$ cat src/rtl/mem_bus_ctrl.sv
// Memory-stage bus controller: one load/store at a time over req/gnt/rvalid.
// Ports: req_* from the pipeline, resp_* to trap/writeback, and bus_* to memory.
module mem_bus_ctrl #(
  parameter int unsigned TIMEOUT = 255
) (
  input  logic        clk,
  input  logic        rst_n,
  input  logic        req_valid,
  output logic        req_ready,
  input  logic        req_we,
  input  logic [31:0] req_addr,
  input  logic [2:0]  req_format,
  input  logic [31:0] req_wdata,
  input  logic [3:0]  req_mask,
  input  logic        req_align_except,
  output logic        resp_valid,
  output logic [31:0] resp_rdata,
  output logic [1:0]  resp_cause,
  output logic        bus_req,
  output logic        bus_we,
  output logic [31:0] bus_addr,
  output logic [3:0]  bus_be,
  output logic [31:0] bus_wdata,
  input  logic        bus_gnt,
  input  logic        bus_rvalid,
  input  logic [31:0] bus_rdata,
  input  logic        bus_err
);

  typedef enum logic [1:0] {
    S_IDLE, S_REQ, S_WAIT, S_RESP
  } state_t;

  state_t      state_q, state_d;
  logic        we_q, we_d;
  logic [31:0] addr_q, addr_d;
  logic [2:0]  fmt_q, fmt_d;
  logic [31:0] wdata_q, wdata_d;
  logic [3:0]  mask_q, mask_d;
  logic [7:0]  cnt_q, cnt_d;
  logic        bus_req_q, bus_req_d;
  logic        bus_we_q, bus_we_d;
  logic [31:0] bus_addr_q, bus_addr_d;
  logic [3:0]  bus_be_q, bus_be_d;
  logic [31:0] bus_wdata_q, bus_wdata_d;
  logic        resp_valid_q, resp_valid_d;
  logic [31:0] resp_rdata_q, resp_rdata_d;
  logic [1:0]  resp_cause_q, resp_cause_d;

  logic [8:0]  cnt_inc;
  logic        expired;
  logic        misal;

  function automatic logic load_misal(
    input logic [2:0] f,
    input logic [1:0] a
  );
    logic m;
    unique case (f)
      3'b000, 3'b100: m = 1'b0;
      3'b001, 3'b101: m = a[0];
      3'b010:         m = (a != 2'b00);
      default:        m = 1'b1;
    endcase
    return m;
  endfunction

  function automatic logic [31:0] load_ext(
    input logic [2:0]  f,
    input logic [1:0]  a,
    input logic [31:0] d
  );
    logic [7:0]  b;
    logic [15:0] h;
    logic [31:0] r;
    unique case (a)
      2'd0:    b = d[7:0];
      2'd1:    b = d[15:8];
      2'd2:    b = d[23:16];
      default: b = d[31:24];
    endcase
    h = a[1] ? d[31:16] : d[15:0];
    unique case (f)
      3'b000:  r = {{24{b[7]}}, b};
      3'b100:  r = {24'd0, b};
      3'b001:  r = {{16{h[15]}}, h};
      3'b101:  r = {16'd0, h};
      default: r = d;
    endcase
    return r;
  endfunction

  assign req_ready = (state_q == S_IDLE) && rst_n;

  // Saturation is not needed: 9-bit compare also catches a gnt that
  // landed on the last allowed cycle, so WAIT cannot outlive the budget.
  assign cnt_inc = {1'b0, cnt_q} + 9'd1;
  assign expired = (cnt_inc >= 9'(TIMEOUT));

  always_comb begin
    state_d      = state_q;
    we_d         = we_q;
    addr_d       = addr_q;
    fmt_d        = fmt_q;
    wdata_d      = wdata_q;
    mask_d       = mask_q;
    cnt_d        = cnt_q;
    misal        = 1'b0;
    resp_cause_d = 2'b00;
    resp_rdata_d = 32'd0;
    unique case (state_q)
      S_IDLE: begin
        if (req_valid) begin
          we_d    = req_we;
          addr_d  = req_addr;
          fmt_d   = req_format;
          wdata_d = req_wdata;
          mask_d  = req_mask;
          cnt_d   = 8'd0;
          misal   = req_we ? req_align_except
                           : load_misal(req_format, req_addr[1:0]);
          if (misal) begin
            state_d      = S_RESP;
            resp_cause_d = 2'b01;
          end else begin
            state_d = S_REQ;
          end
        end
      end
      S_REQ: begin
        cnt_d = cnt_inc[7:0];
        if (bus_gnt) begin
          state_d = S_WAIT;
        end else if (expired) begin
          state_d      = S_RESP;
          resp_cause_d = 2'b11;
        end
      end
      S_WAIT: begin
        cnt_d = cnt_inc[7:0];
        if (bus_rvalid) begin
          state_d = S_RESP;
          if (bus_err) begin
            resp_cause_d = 2'b10;
          end else if (!we_q) begin
            resp_rdata_d = load_ext(fmt_q, addr_q[1:0], bus_rdata);
          end
        end else if (expired) begin
          state_d      = S_RESP;
          resp_cause_d = 2'b11;
        end
      end
      S_RESP: state_d = S_IDLE;
      default: state_d = S_IDLE;
    endcase

    bus_req_d    = (state_d == S_REQ);
    bus_we_d     = bus_req_d && we_d;
    bus_addr_d   = bus_req_d ? {addr_d[31:2], 2'b00} : 32'd0;
    bus_be_d     = bus_we_d ? mask_d : 4'd0;
    bus_wdata_d  = bus_we_d ? wdata_d : 32'd0;
    resp_valid_d = (state_d == S_RESP);
  end

  always_ff @(posedge clk) begin
    if (!rst_n) begin
      state_q      <= S_IDLE;
      we_q         <= 1'b0;
      addr_q       <= 32'd0;
      fmt_q        <= 3'd0;
      wdata_q      <= 32'd0;
      mask_q       <= 4'd0;
      cnt_q        <= 8'd0;
      bus_req_q    <= 1'b0;
      bus_we_q     <= 1'b0;
      bus_addr_q   <= 32'd0;
      bus_be_q     <= 4'd0;
      bus_wdata_q  <= 32'd0;
      resp_valid_q <= 1'b0;
      resp_rdata_q <= 32'd0;
      resp_cause_q <= 2'b00;
    end else begin
      state_q      <= state_d;
      we_q         <= we_d;
      addr_q       <= addr_d;
      fmt_q        <= fmt_d;
      wdata_q      <= wdata_d;
      mask_q       <= mask_d;
      cnt_q        <= cnt_d;
      bus_req_q    <= bus_req_d;
      bus_we_q     <= bus_we_d;
      bus_addr_q   <= bus_addr_d;
      bus_be_q     <= bus_be_d;
      bus_wdata_q  <= bus_wdata_d;
      resp_valid_q <= resp_valid_d;
      resp_rdata_q <= resp_rdata_d;
      resp_cause_q <= resp_cause_d;
    end
  end

  assign bus_req    = bus_req_q;
  assign bus_we     = bus_we_q;
  assign bus_addr   = bus_addr_q;
  assign bus_be     = bus_be_q;
  assign bus_wdata  = bus_wdata_q;
  assign resp_valid = resp_valid_q;
  assign resp_rdata = resp_rdata_q;
  assign resp_cause = resp_cause_q;

endmodule

$ cat config.mk
export PLATFORM = sky130hd
export DESIGN_NAME = mem_bus_ctrl
export DESIGN_NICKNAME = d
export VERILOG_FILES = /design/src/rtl/mem_bus_ctrl.sv
export SDC_FILE = /design/constraint.sdc
export NUM_CORES = 1
export LEC_CHECK = 0
export ABC_CLOCK_PERIOD_IN_PS = 2600
export CORE_AREA = 10 10 160 162
export DETAILED_ROUTE_END_ITERATION = 10
export DIE_AREA = 0 0 170 172
export PLACE_DENSITY = 0.67
export SLEW_MARGIN = 20
export SYNTH_ARGS = -nofsm -noshare
export SYNTH_HDL_FRONTEND = slang
export SYNTH_SLANG_ARGS = --single-unit
$ cat constraint.sdc
create_clock -name clk -period 2.6 [get_ports clk]
set_input_delay 0.65 -clock clk [delete_from_list [all_inputs] [get_ports clk]]
set_output_delay 0.65 -clock clk [all_outputs]
set_load 0.01 [all_outputs]
* Word level (Yosys, flattened, before mapping)
Index checks and enable logic that the tools add are counted.
Word-level totals: register bits after elaboration 187, bits in latches 0, memory bits (writable) 0, ROM bits 0, input port bits 111, logic and storage cells 83, memories 0
Operators by class: add/sub/neg operators 1, $mul 0, div/mod/pow operators 0, $lt $le $gt $ge 1, equality and inequality tests 15, shift-type cells 0, multiplexer cells 30, bitwise gates (word level) 3, reductions and logical operators 16
Operators by type and width (count):
- 2-to-1 mux 32 bit | 4
- case mux 32 bit (4 select lines) | 1
- case mux 8 bit (3 select lines) | 1
- 2-to-1 mux 2 bit | 9
- 2-to-1 mux 16 bit | 1
- case mux 8 bit (2 select lines) | 1
- equality test 3 bit, second input constant | 4
- adder 8 x 1 -> 9 bit, second input constant | 1
- >= comparator 9 x 8 -> 1 bit, second input constant | 1
- equality test 2 bit, second input constant | 4
- 2-to-1 mux 4 bit | 2
- 2-to-1 mux 8 bit | 1
- case mux 2 bit (4 select lines) | 1
- AND reduction 2 bit | 4
- 2-to-1 mux 1 bit | 7
- equality test 2 x 1 -> 1 bit, second input constant | 3
- equality test 3 x 1 -> 1 bit, second input constant | 2
- zero test 3 bit | 2
- case mux 2 bit (3 select lines) | 1
- OR reduction 2 bit | 3
- OR reduction 5 bit | 1
- zero test 2 bit | 2
- nonzero test 2 bit | 2
- equality test 3 x 2 -> 1 bit, second input constant | 1
- other kinds (4) | 7

* Logic depth before layout (Yosys ltp)
Gate-level depths: netlist of the first run.
depth in word-level cells 12, gate-level depth with buffers 11, mapped depth without buffers 8

* Worst setup path after synthesis of the first run
OpenSTA, ideal clock, no wires.
path type register to register, start reg cnt_q[1], end reg bus_addr_q[2] (netlist: bus_addr[2]), library setup time 0.132 ns, arrival 2.033 ns, path slack 0.435 ns, stages on the path, launching flop included 10, path buffers 2, clock period less this slack 2.165 ns, cell sequence dfxtp_1 ha_1 and4_1 a32o_1 nand4_1 o211a_1 o211ai_2 buf_4 buf_6 nor3_1
Between the ends: longest elaborated chain between the ends 7, elaborated cells on any way between the ends 8, classes of those cells add/sub: 1; order compare: 1; eq/ne: 1; mux: 4; reduce/logical: 1
RTL lines:
- start: declaration | RTL line 40 | logic [7:0] cnt_q, cnt_d;
- start signal: assignment | RTL line 189 | cnt_q <= cnt_d;
- adder 8 x 1 -> 9 bit * | RTL line 97 | assign cnt_inc = {1'b0, cnt_q} + 9'd1;
- >= comparator 9 x 8 -> 1 bit * | RTL line 98 | assign expired = (cnt_inc >= 9'(TIMEOUT));
- 2-to-1 mux 2 bit * | RTL line 134, 148
- 2-to-1 mux 2 bit (on tied branches) | RTL line 141, 132
- case mux 2 bit (4 select lines) * | RTL line 111 | unique case (state_q)
- equality test 2 x 1 -> 1 bit * | RTL line 157 | bus_req_d = (state_d == S_REQ);
- AND reduction 2 bit (no line) *
- end signal: assignment | RTL line 192 | bus_addr_q <= bus_addr_d;
- end: declaration | RTL line 43 | logic [31:0] bus_addr_q, bus_addr_d;
Mark *: on every way between the ends. The rest lies on a longest branch, timed or not. A chain may end at the register's enable or synchronous reset.

* Worst setup path after layout of the first run
start in req_addr[0], end reg bus_wdata_q[12] (netlist: bus_wdata[12])
Between the ends: longest elaborated chain between the ends 11
RTL lines:
- start: declaration | RTL line 11 | input logic [31:0] req_addr,
- nonzero test 2 bit | RTL line 62 | 3'b010: m = (a != 2'b00);
- case mux 1 bit (3 select lines) * | RTL line 59 | unique case (f)
- 2-to-1 mux 1 bit * | RTL line 113 | if (req_valid) begin
- 2-to-1 mux 1 bit * | RTL line 111
- 2-to-1 mux 1 bit * | RTL line 120 | misal = req_we ? req_align_except
- 2-to-1 mux 2 bit * | RTL line 122 | if (misal) begin
- 2-to-1 mux 2 bit * | RTL line 113
- case mux 2 bit (4 select lines) * | RTL line 111
- equality test 2 x 1 -> 1 bit * | RTL line 157
- logical AND 1 bit * | RTL line 158 | bus_we_d = bus_req_d && we_d;
- AND reduction 2 bit (no line) *
- end signal: assignment | RTL line 194 | bus_wdata_q <= bus_wdata_d;
- end: declaration | RTL line 45 | logic [31:0] bus_wdata_q, bus_wdata_d;
Mark *: on every way between the ends. The rest lies on a longest branch, timed or not. The select of a mux whose other input is x is not followed.

==> results.md, run 1 <==
- Clk sink count: 185
- Initial Util: 29.8%
- Hold_sp: wdata_q[11]$_SDFF_PN0_
- Highest clock frequency the design can meet: 402 MHz
- Data required time of the worst path: 2.90 ns
- Half-perimeter wire length after placement: 15.3 mm
- Number of global-route vias before repair: 5607
- Minimum clock period after layout: around 2.5 ns
- Yosys Warn Count: 0
- Setup Crit Path Kind: in2reg
- Clock latency of the later-clocked register in the worst-skew pair: roughly 0.42 ns
- Total of flip-flops plus latches after synthesis: 185
- CTS tree: built
- Final Hold Viols: 0
- Main area contributors after synthesis: sky130_fd_sc_hd__dfxtp_1, sky130_fd_sc_hd__mux2i_1, sky130_fd_sc_hd__nor3_1
- Transition time at the pin with the least slew margin: ~0.7 ns
- RSZ-0062 raised after global routing: no
- Ports placed on the boundary: 217
- Launching instance or port of the critical path: req_addr[0]
- Share of the synthesized area in the top cell type: 55.6%
- Count of mapped cells out of synthesis: 691
- Largest net degree at the start of global routing: 63
- Switching power: between 2 and 3 mW
- Remaining Overflow, GRT: 0
- Mean instance size in the synthesized netlist: 9.63 um^2
- Seq/Total Area, Yosys: 55.6%
- Startpoint type of the worst setup path: input port
- I/O Buffers: 214
- Final cycle utilization of the critical path: between 90% and 100%
- Critical R2R Launch: cnt_q[0]$_SDFFE_PN0P_
- Power share of the sequential group: 37.4%
- Commonest register cell after synthesis: sky130_fd_sc_hd__dfxtp_1
- Total Routing Usage GR: 13.9%
- Cts-stage hold buffer count: 0
- Cell area after synthesis: between 0.006 and 0.007 mm^2
- Share of async-settable or async-resettable flops after synthesis: 0%
- Final weighted congestion of routability-driven global placement: 0.817
- H-tree levels: 4
- TritonCTS buffer count: 17
- Chip width: 170 um
- Diodes inserted: 0
- Wire per inst: 17.1 um
- Reported leakage power: 3.79 nW
- Layout cell share with drive strength beyond 1: under 10%
- Remaining routing DRC violations: 0
- Number of rows created at floorplan: 55
- Final wirelength: 20.7 mm
- Number of antenna violations at the first check in global routing: 0
- Core footprint: 0.0224 mm^2
- Power after layout: 8.93 mW
- Cell accounting for the most synthesized area: sky130_fd_sc_hd__dfxtp_1
- Number of detailed-route iterations in the first pass: 5
- Number of maximum-capacitance violations: 0
- Hold WC Path Type: reg2reg
- Power share of the combinational group: 33.1%
- Number of enable-type register cells in the synthesized netlist: 0
- Share of power burned in the clock network: 29.4%
- Clock tree buffer depth: 2
- Minimum setup slack after placement: -0.399 ns
- Die outline area: 0.0292 mm^2
- Final max-slew violation count: 0
- Critical path fanouts, max: 22
- Cell with the most instances after synthesis: sky130_fd_sc_hd__dfxtp_1
- Peak ir drop on the vdd network: 0.457 mV
- Final setup violating endpoints: 0
- Ranking of synthesized cells by instance count: sky130_fd_sc_hd__dfxtp_1, sky130_fd_sc_hd__nor2_1, sky130_fd_sc_hd__mux2i_1, sky130_fd_sc_hd__nor3_1, sky130_fd_sc_hd__nand2_1
- Routed Antenna Nets: 0
- Mean number of vias per cell: 4.75
- Buffer count from post-CTS setup fixing: 0
- Pint: 6.00 mW
- Root Buffer: sky130_fd_sc_hd__clkbuf_16
- Sw frac: between 30% and 40%
- Distinct cells, synth: 48
- First-pass GRT wire length: 31.9 mm
- Critical Path Sink Type: register
- Clock-pin slew on the worst setup and hold paths: about 0.07 ns
- Final net count: about 1000
- Synth-to-Final Area Change: 49.5%
- Setup_tns: 0 ns
- Critical Path AT: 2.79 ns
- Max-slew headroom: 53.4%
- Post-route clock skew: 0.0127 ns
- Power Dens Cells: 898 mW/mm^2
- Vias after detailed routing: 5731
- DR iter-0 viols: 328
- Worst setup slack after layout: 0.112 ns
- Outcome: finished, final reports clean
- Height of the die: 172 um
metal layers:
metal,vias up,wire [um],global-route usage (%)
met1,2651,8700,16.3
li1,2824,-,-
met5,-,0,0
met3,12,2580,7.62
met4,0,129,2.97
met2,244,9290,22.0
metrics by stage:
stage | instances | utilization, % | instance area, um^2 | hold WS (ns)
2_1_floorplan | 692 | - | 6660 | 0.455
3_3_place_gp | 1175 | 41.7 | 9340 | 0.467
3_5_place_dp | 1175 | 41.7 | 9340 | 0.475
4_1_cts | 1207 | 44.5 | 9950 | 0.493
5_1_grt | 1207 | 44.5 | 9950 | 0.511
6_report | 1207 | 44.5 | 9950 | 0.491
cells by family (layout without fill, tap and decap cells):
group,Yosys count,after routing,share of synthesized area (%)
other,1,2,0.0563
DFF,185,185,55.6
adders and majority gates,7,7,1.32
and+or+nand+nor,238,238,15.9
buffers and inverters,71,301,4.68
muxes,80,80,12.3
xor gates and xnor gates,1,1,0.132
AOI/OAI and AO/OA,108,108,9.96
cell usage in the layout, fill, tap and decap left out, types with 5 or more instances in the layout:
cell type | synthesis | final
sky130_fd_sc_hd__inv_1 | 16 | 15
sky130_fd_sc_hd__nor3_1 | 74 | 74
sky130_fd_sc_hd__buf_12 | 0 | 10
sky130_fd_sc_hd__o22ai_1 | 7 | 7
sky130_fd_sc_hd__clkbuf_16 | 0 | 17
sky130_fd_sc_hd__dfxtp_1 | 185 | 185
sky130_fd_sc_hd__a21oi_1 | 43 | 43
sky130_fd_sc_hd__ha_1 | 7 | 7
sky130_fd_sc_hd__nand3_1 | 12 | 12
sky130_fd_sc_hd__o21ai_0 | 23 | 23
sky130_fd_sc_hd__clkdlybuf4s50_1 | 0 | 213
sky130_fd_sc_hd__nor2_1 | 86 | 86
sky130_fd_sc_hd__nand2_1 | 49 | 49
sky130_fd_sc_hd__clkinv_8 | 0 | 5
sky130_fd_sc_hd__buf_4 | 3 | 29
sky130_fd_sc_hd__a221oi_1 | 11 | 11
sky130_fd_sc_hd__mux2_2 | 5 | 5
sky130_fd_sc_hd__mux2i_1 | 74 | 74
worst max-delay path, cell delays in order:
cell and delay (ns):
sky130_fd_sc_hd__clkdlybuf4s50_1 0.54, sky130_fd_sc_hd__a21oi_1 0.10, sky130_fd_sc_hd__o31ai_2 0.34, sky130_fd_sc_hd__buf_4 0.18
sky130_fd_sc_hd__a21oi_1 0.05, sky130_fd_sc_hd__or2_2 0.31, sky130_fd_sc_hd__o211ai_4 0.19, sky130_fd_sc_hd__buf_12 0.18
sky130_fd_sc_hd__buf_12 0.17, sky130_fd_sc_hd__nor3_1 0.07
what timing repair did:
item                                    CTS  global route
gates cloned                              0             0
endpoints found under the setup margin    1            63
hold endpoints to repair                  0             0
resized for setup                         1             1
state kept, by name, summed over array words and instances (netlist names):
| signal | count |
|---|---|
| addr_q | 32 |
| bus_wdata | 32 |
| resp_rdata | 32 |
| wdata_q | 32 |
| bus_addr | 30 |
| cnt_q | 8 |
| bus_be | 4 |
| mask_q | 4 |
| fmt_q | 3 |
| resp_cause | 2 |
| state_q | 2 |
| bus_req | 1 |
| bus_we | 1 |
| resp_valid | 1 |
| we_q | 1 |
final timing paths:
| kind | slack [ns] | to | cells after the start |
|---|---|---|---|
| setup / recovery | 0.11 | bus_wdata[12]$_SDFF_PN0_ | 10 |
| hold / removal | 0.49 | wdata_q[11]$_SDFF_PN0_ | 2 |
| setup reg to reg | 0.25 | bus_wdata[12]$_SDFF_PN0_ | 9 |
| hold reg to reg | 0.49 | wdata_q[11]$_SDFF_PN0_ | 2 |
cell type report:
| class | instances | area, um^2 |
|---|---|---|
| fill | 2115 | 12400 |
| sequential | 185 | 3700 |
| multi-input combinational | 436 | 2660 |
| timing repair buffer | 253 | 2560 |
| clock buffer | 18 | 429 |
| tap | 285 | 357 |
| clock inverter | 14 | 181 |
| inverter | 16 | 61.3 |
power by group through the flow:
stage | combinational (mW) | sequential [mW] | clock (mW)
detailed placement | 2.99 | 3.42 | 0
floorplan | 1.51 | 3.44 | 0
finish | 2.96 | 3.35 | 2.63
global placement | 2.97 | 3.41 | 0
global route | 3.23 | 3.38 | 2.84
CTS | 3.00 | 3.35 | 2.71
(Power assumes the default switching activity.)
==> run 2: changes to the inputs <==
--- a/config.mk
+++ b/config.mk
@@ -5,7 +5,7 @@
 export SDC_FILE = /design/constraint.sdc
 export NUM_CORES = 1
 export LEC_CHECK = 0
-export ABC_CLOCK_PERIOD_IN_PS = 2600
+export ABC_CLOCK_PERIOD_IN_PS = 2300
 export CORE_AREA = 10 10 160 162
 export DETAILED_ROUTE_END_ITERATION = 10
 export DIE_AREA = 0 0 170 172
==> constraint.sdc (replaced) <==
create_clock -name clk -period 2.3 [get_ports clk]
set_input_delay 0.575 -clock clk [delete_from_list [all_inputs] [get_ports clk]]
set_output_delay 0.575 -clock clk [all_outputs]
set_load 0.01 [all_outputs]
==> results.md, run 2 (synthesis gave the netlist of run 1 again) <==
- Transition time at the pin with the least slew margin: 0.620 ns
- Peak ir drop on the vdd network: 0.629 mV
- Final weighted congestion of routability-driven global placement: just over 0.8
- DR iter-0 viols: 391
- Fraction of the core area covered by cells at the end of the flow: a little under half
- Critical Path AT: 2.55 ns
- Layout cell share with drive strength beyond 1: 12.6%
- First-pass GRT wire length: 32.4 mm
- Final wirelength: between 20 and 25 mm
- Routed length on met3: 2.47 mm
- Clock-pin slew on the worst setup and hold paths: 0.08 ns
- Number of antenna violations at the first check in global routing: 0
- Final net count: 1037
- Chip width: 170 um
- Met2 WL: about 9.4 mm
- Ports placed on the boundary: between 200 and 250
- Die outline area: 0.0292 mm^2
- Clock latency of the later-clocked register in the worst-skew pair: between 0.4 and 0.5 ns
- Design Area, Final: 0.0101 mm^2
- Total Routing Usage GR: 14.1%
- Initial Util: between 20 and 30%
- Hold WC Path Type: reg2reg
- Remaining Overflow, GRT: 0
- Power Dens Cells: 1000 mW/mm^2
- I/O Buffers: 214
- Largest net degree at the start of global routing: 56
- Max-slew headroom: 58.7%
- Clock tree buffer depth: 2
- Max layer used: met4
- Setup_tns: 0 ns
- CTS tree: built
- Post-route clock skew: 0.0130 ns
- Startpoint type of the worst setup path: register
- TritonCTS buffer count: 17
- Vias after detailed routing: approximately 5800
- Highest clock frequency the design can meet: between 400 and 500 MHz
- Most frequent cells in the layout: sky130_fd_sc_hd__clkdlybuf4s50_1, sky130_fd_sc_hd__dfxtp_1, sky130_fd_sc_hd__nor2_1
- Commonest non-fill, non-tap cell in the layout: sky130_fd_sc_hd__clkdlybuf4s50_1
- Power after layout: roughly 10 mW
- H-tree levels: 4
- Critical Path Sink Type: register
- Synth-to-Final Area Change: 52.3%
- R2r setup slk: 0.04 ns
- Depth of the most critical reg-to-reg path: 8
- Launching instance or port of the critical path: cnt_q[1]$_SDFFE_PN0P_
- Critical R2R Launch: cnt_q[1]$_SDFFE_PN0P_
- End of the worst register-to-register path: bus_addr[7]$_SDFF_PN0_
- Cts-stage hold buffer count: 0
- Wire per inst: 17.2 um
- Remaining routing DRC violations: 0
- RSZ-0062 raised after global routing: yes
- Number of rows created at floorplan: 55
- Height of the die: 172 um
- Final Hold Viols: 0
- # fillers: about 2100
- Final setup violating endpoints: 0
- Data required time of the worst path: 2.60 ns
- Half-perimeter wire length after placement: 15.1 mm
- Mean number of vias per cell: roughly 4.8
- Core footprint: 0.0224 mm^2
- Final cycle utilization of the critical path: 98.3%
- Diodes inserted: 0
- DP Area: 0.00932 mm^2
- Minimum clock period after layout: 2.26 ns
- Met1 Wirelength: 8.87 mm
- Outcome: finished, final reports clean
- Number of global-route vias before repair: between 5000 and 6000
- Root Buffer: sky130_fd_sc_hd__clkbuf_16
- Number of maximum-capacitance violations: 0
- Setup Crit Path Kind: reg2reg
- Clk sink count: 185
- Worst setup endpoint: bus_addr[7]$_SDFF_PN0_
- Critical path fanouts, max: 40
- Cells on Worst Hold Path: 2
- Reported leakage power: roughly 3.9 nW
- Final max-slew violation count: 0
- Routed Antenna Nets: 0
- Number of detailed-route iterations in the first pass: 4
==> run 2: cell types whose count changed in the layout (fill, tap and decap cells not counted), moves of 2 or more <==
cell,previous run,this run
sky130_fd_sc_hd__ha_1,7,5
sky130_fd_sc_hd__clkdlybuf4s50_1,213,208
sky130_fd_sc_hd__clkinv_4,0,2
sky130_fd_sc_hd__dfxtp_1,185,179
sky130_fd_sc_hd__nor3_2,0,12
sky130_fd_sc_hd__dlygate4sd2_1,1,6
sky130_fd_sc_hd__buf_12,10,7
sky130_fd_sc_hd__dfxtp_4,0,2
sky130_fd_sc_hd__dfxtp_2,0,4
sky130_fd_sc_hd__nor3_1,74,62
sky130_fd_sc_hd__buf_4,29,39
sky130_fd_sc_hd__ha_4,0,2
==> run 2: worst min path at each step <==
stage	from	to
after floorplan	addr_q[10]$_SDFF_PN0_	addr_q[10]$_SDFF_PN0_
after global placement	addr_q[28]$_SDFF_PN0_	addr_q[28]$_SDFF_PN0_
after detailed placement	addr_q[7]$_SDFF_PN0_	addr_q[7]$_SDFF_PN0_
after CTS	addr_q[7]$_SDFF_PN0_	addr_q[7]$_SDFF_PN0_
after global routing	addr_q[5]$_SDFF_PN0_	addr_q[5]$_SDFF_PN0_
final	addr_q[27]$_SDFF_PN0_	addr_q[27]$_SDFF_PN0_
==> run 2: cell type report <==
cell class                 instances  area, um^2  share of cell area [%]
clock inverter                    15         176                    1.74
multi-input combinational        436        2770                    27.3
inverter                          16        61.3                   0.605
tap                              285         357                    3.52
timing repair buffer             263        2630                    26.0
clock buffer                      17         425                    4.20
sequential                       185        3720                    36.7
==> run 2: worst max-delay path: stages, from the launching register on <==
cell,delay [ns]
sky130_fd_sc_hd__dfxtp_4,0.39
sky130_fd_sc_hd__ha_4,0.16
sky130_fd_sc_hd__and4_4,0.23
sky130_fd_sc_hd__a32o_1,0.15
sky130_fd_sc_hd__nand4_1,0.22
sky130_fd_sc_hd__o211a_1,0.33
sky130_fd_sc_hd__o211ai_4,0.27
sky130_fd_sc_hd__buf_12,0.26
sky130_fd_sc_hd__nor3_1,0.08
==> run 2: repair_timing <==
action / CTS / global route
cloned: 1 / 1
endpoints found under the setup margin: 69 / 69
setup buffers: 2 / 2
resized for setup: 20 / 21
pin swaps: 7 / 10
==> run 2: report_power, final <==
group	internal (mW)	leakage [nW]	total (mW)	switching, mW
sequential	3.63	1.51	3.79	0.157
clock	1.46	0.289	2.90	1.43
combinational	1.61	2.06	3.45	1.84
total	6.70	3.85	10.1	3.43
==> run 2: per-stage QoR <==
stage | setup WS, ns | std cells | hold slack (ns)
floorplan | 0.135 | 692 | 0.455
detailed placement | -0.735 | 1179 | 0.476
global route | -0.0981 | 1217 | 0.518
finish | 0.0402 | 1217 | 0.489
global placement | -0.783 | 1179 | 0.467
CTS | 0.00226 | 1214 | 0.493
==> run 2: per-layer routing <==
layer	GRT usage [%]	vias up
met5	0	-
met4	3.28	0
met3	7.52	12
met2	22.4	223
met1	16.3	2706
li1	-	2843
==> run 3: changes to the inputs <==
--- a/config.mk
+++ b/config.mk
@@ -6,10 +6,10 @@
 export NUM_CORES = 1
 export LEC_CHECK = 0
 export ABC_CLOCK_PERIOD_IN_PS = 2300
-export CORE_AREA = 10 10 160 162
+export CORE_AREA = 10 10 132 134
 export DETAILED_ROUTE_END_ITERATION = 10
-export DIE_AREA = 0 0 170 172
-export PLACE_DENSITY = 0.67
+export DIE_AREA = 0 0 142 144
+export PLACE_DENSITY = 0.9
 export SLEW_MARGIN = 20
 export SYNTH_ARGS = -nofsm -noshare
 export SYNTH_HDL_FRONTEND = slang
==> results.md, run 3 (synthesis gave the netlist of run 1 again) <==
- Power after layout: 10.3 mW
- Peak per-stage delay on the critical path: 0.39 ns
- Final hold slack: 0.487 ns
- Clock latency of the later-clocked register in the worst-skew pair: 0.43 ns
- Ports placed on the boundary: 217
- First-pass GRT wire length: 31.1 mm
- Peak ir drop on the vdd network: 0.790 mV
- Critical Path Sink Type: register
- Core footprint: 0.0149 mm^2
- Clock-pin slew on the worst setup and hold paths: ~0.07 ns
- Remaining routing DRC violations: 0
- Transition time at the pin with the least slew margin: ~0.73 ns
- Clk sink count: roughly 190
- Storage cell area: between 0.003 and 0.004 mm^2
- Final wirelength: 20.9 mm
- Max-slew headroom: 51.5%
- Final weighted congestion of routability-driven global placement: roughly 0.85
- Remaining Overflow, GRT: 0
- Final net count: 1041
- Mean number of vias per cell: 5.30
- CTS tree: built
- Number of rows created at floorplan: 45
- CP cell instances: ha_4 -> buf_6 -> xor2_1 -> a32o_1 -> nand4_1 -> o211a_1 -> o211ai_4 -> buf_6 -> clkbuf_16 -> nor3_1
- Design Area, Final: 0.0100 mm^2
- Data required time of the worst path: 2.59 ns
- Outcome: finished, final reports clean
- Number of global-route vias before repair: ~6000
- Commonest non-fill, non-tap cell in the layout: sky130_fd_sc_hd__clkdlybuf4s50_1
- # fillers: 1144
- Worst setup slack after layout: 0.0292 ns
- Vias after detailed routing: 5962
- Die outline area: between 0.02 and 0.025 mm^2
- H-tree levels: 4
- Layout cell share with drive strength beyond 1: 12.0%
- Minimum setup slack after placement: -0.499 ns
- Hold WC Path Type: reg2reg
- Final cycle utilization of the critical path: 98.7%
- Critical path fanouts, max: 7
- Number of detailed-route iterations in the first pass: 6
- Highest clock frequency the design can meet: 440 MHz
- Height of the die: 144 um
- Half-perimeter wire length after placement: 14.7 mm
- Final Hold Viols: 0
- Multi-input combinational cell area: 0.00272 mm^2
- DR iter-0 viols: around 360
- Diodes inserted: 0
- Root Buffer: sky130_fd_sc_hd__clkbuf_16
- Reported leakage power: between 3 and 4 nW
- Cell count after placement: between 1000 and 1500
- Critical-path top delay cell: sky130_fd_sc_hd__dfxtp_4
- RSZ-0062 raised after global routing: yes
- Minimum clock period after layout: 2.27 ns
- Crit path buffers/inverters: 3
- Initial Util: 44.8%
- Total Routing Usage GR: 19.1%
- Most frequent cells in the layout: sky130_fd_sc_hd__clkdlybuf4s50_1, sky130_fd_sc_hd__dfxtp_1, sky130_fd_sc_hd__nor2_1
- Fraction of the core area covered by cells at the end of the flow: 67.3%
- Critical Path AT: approximately 2.6 ns
- Setup_tns: 0 ns
- I/O Buffers: 214
- Largest net degree at the start of global routing: between 60 and 70
- Chip width: 142 um
- DP Area: between 0.009 and 0.01 mm^2
- Synth-to-Final Area Change: 50.2%
- Final max-slew violation count: 0
- Number of antenna violations at the first check in global routing: 0
- Number of maximum-capacitance violations: 0
- Clock tree buffer depth: 2
- Final setup violating endpoints: 0
- Top cell by count, worst path: sky130_fd_sc_hd__buf_6
- TritonCTS buffer count: 17
- Post-Layout Cell Count: 1124
- Routed Antenna Nets: 0
- Setup Crit Path Kind: reg2reg
- Kind of cell with the highest combined delay on the critical path: compound AO/OA/AOI/OAI gates
- Post-route clock skew: 0.0113 ns
- Cts-stage hold buffer count: 0
- Startpoint type of the worst setup path: register
- Wire per inst: 18.6 um
- Power Dens Cells: 1030 mW/mm^2
run 3: cell types whose count changed in the layout (fill, tap and decap cells not counted), moves of 3 or more:
cell | previous run | this run
sky130_fd_sc_hd__nor3_1 | 62 | 71
sky130_fd_sc_hd__dlygate4sd2_1 | 6 | 2
sky130_fd_sc_hd__buf_6 | 1 | 4
sky130_fd_sc_hd__clkinv_8 | 6 | 1
sky130_fd_sc_hd__nor3_2 | 12 | 3
run 3: area by class of cell:
class | instances | area share, %
Sequential cell | 185 | 37.2
Multi-Input combinational cell | 436 | 27.2
Timing Repair Buffer | 267 | 27.1
Clock buffer | 17 | 4.25
Tap cell | 188 | 2.35
Clock inverter | 15 | 1.39
Inverter | 16 | 0.613
run 3: worst paths after layout:
path                    startpoint                       to  slack [ns]  depth (start not counted)
min          wdata_q[8]$_SDFF_PN0_    wdata_q[8]$_SDFF_PN0_        0.49                          2
min reg2reg  wdata_q[8]$_SDFF_PN0_    wdata_q[8]$_SDFF_PN0_        0.49                          2
max          cnt_q[1]$_SDFFE_PN0P_  bus_addr[23]$_SDFF_PN0_        0.03                         10
max reg2reg  cnt_q[1]$_SDFFE_PN0P_  bus_addr[23]$_SDFF_PN0_        0.03                         10
run 3: layer usage:
metal  global-route usage, %  share of wire, %
met3                    7.77                10
met4                    6.62               1.7
met2                    32.3                49
met1                    21.3                39
met5                       0                 0
run 3: worst register-to-register path: stages (launching register included):
cell                        delay (ns)
sky130_fd_sc_hd__dfxtp_4          0.39
sky130_fd_sc_hd__ha_4             0.16
sky130_fd_sc_hd__buf_6            0.10
sky130_fd_sc_hd__xor2_1           0.17
sky130_fd_sc_hd__a32o_1           0.15
sky130_fd_sc_hd__nand4_1          0.20
sky130_fd_sc_hd__o211a_1          0.33
sky130_fd_sc_hd__o211ai_4         0.24
sky130_fd_sc_hd__buf_6            0.18
sky130_fd_sc_hd__clkbuf_16        0.17
sky130_fd_sc_hd__nor3_1           0.05
run 3: report_power, final:
part	internal, mW	total, mW	switching [mW]
combinational	1.76	3.73	1.98
sequential	3.63	3.79	0.160
clock	1.43	2.77	1.34
total	6.81	10.3	3.48
run 3: repair_timing:
action / CTS / global route
setup buffers: 2 / 2
cloned: 1 / 4
setup endpoints to repair: 59 / 68
pin swaps: 1 / 8
resized for setup: 5 / 22
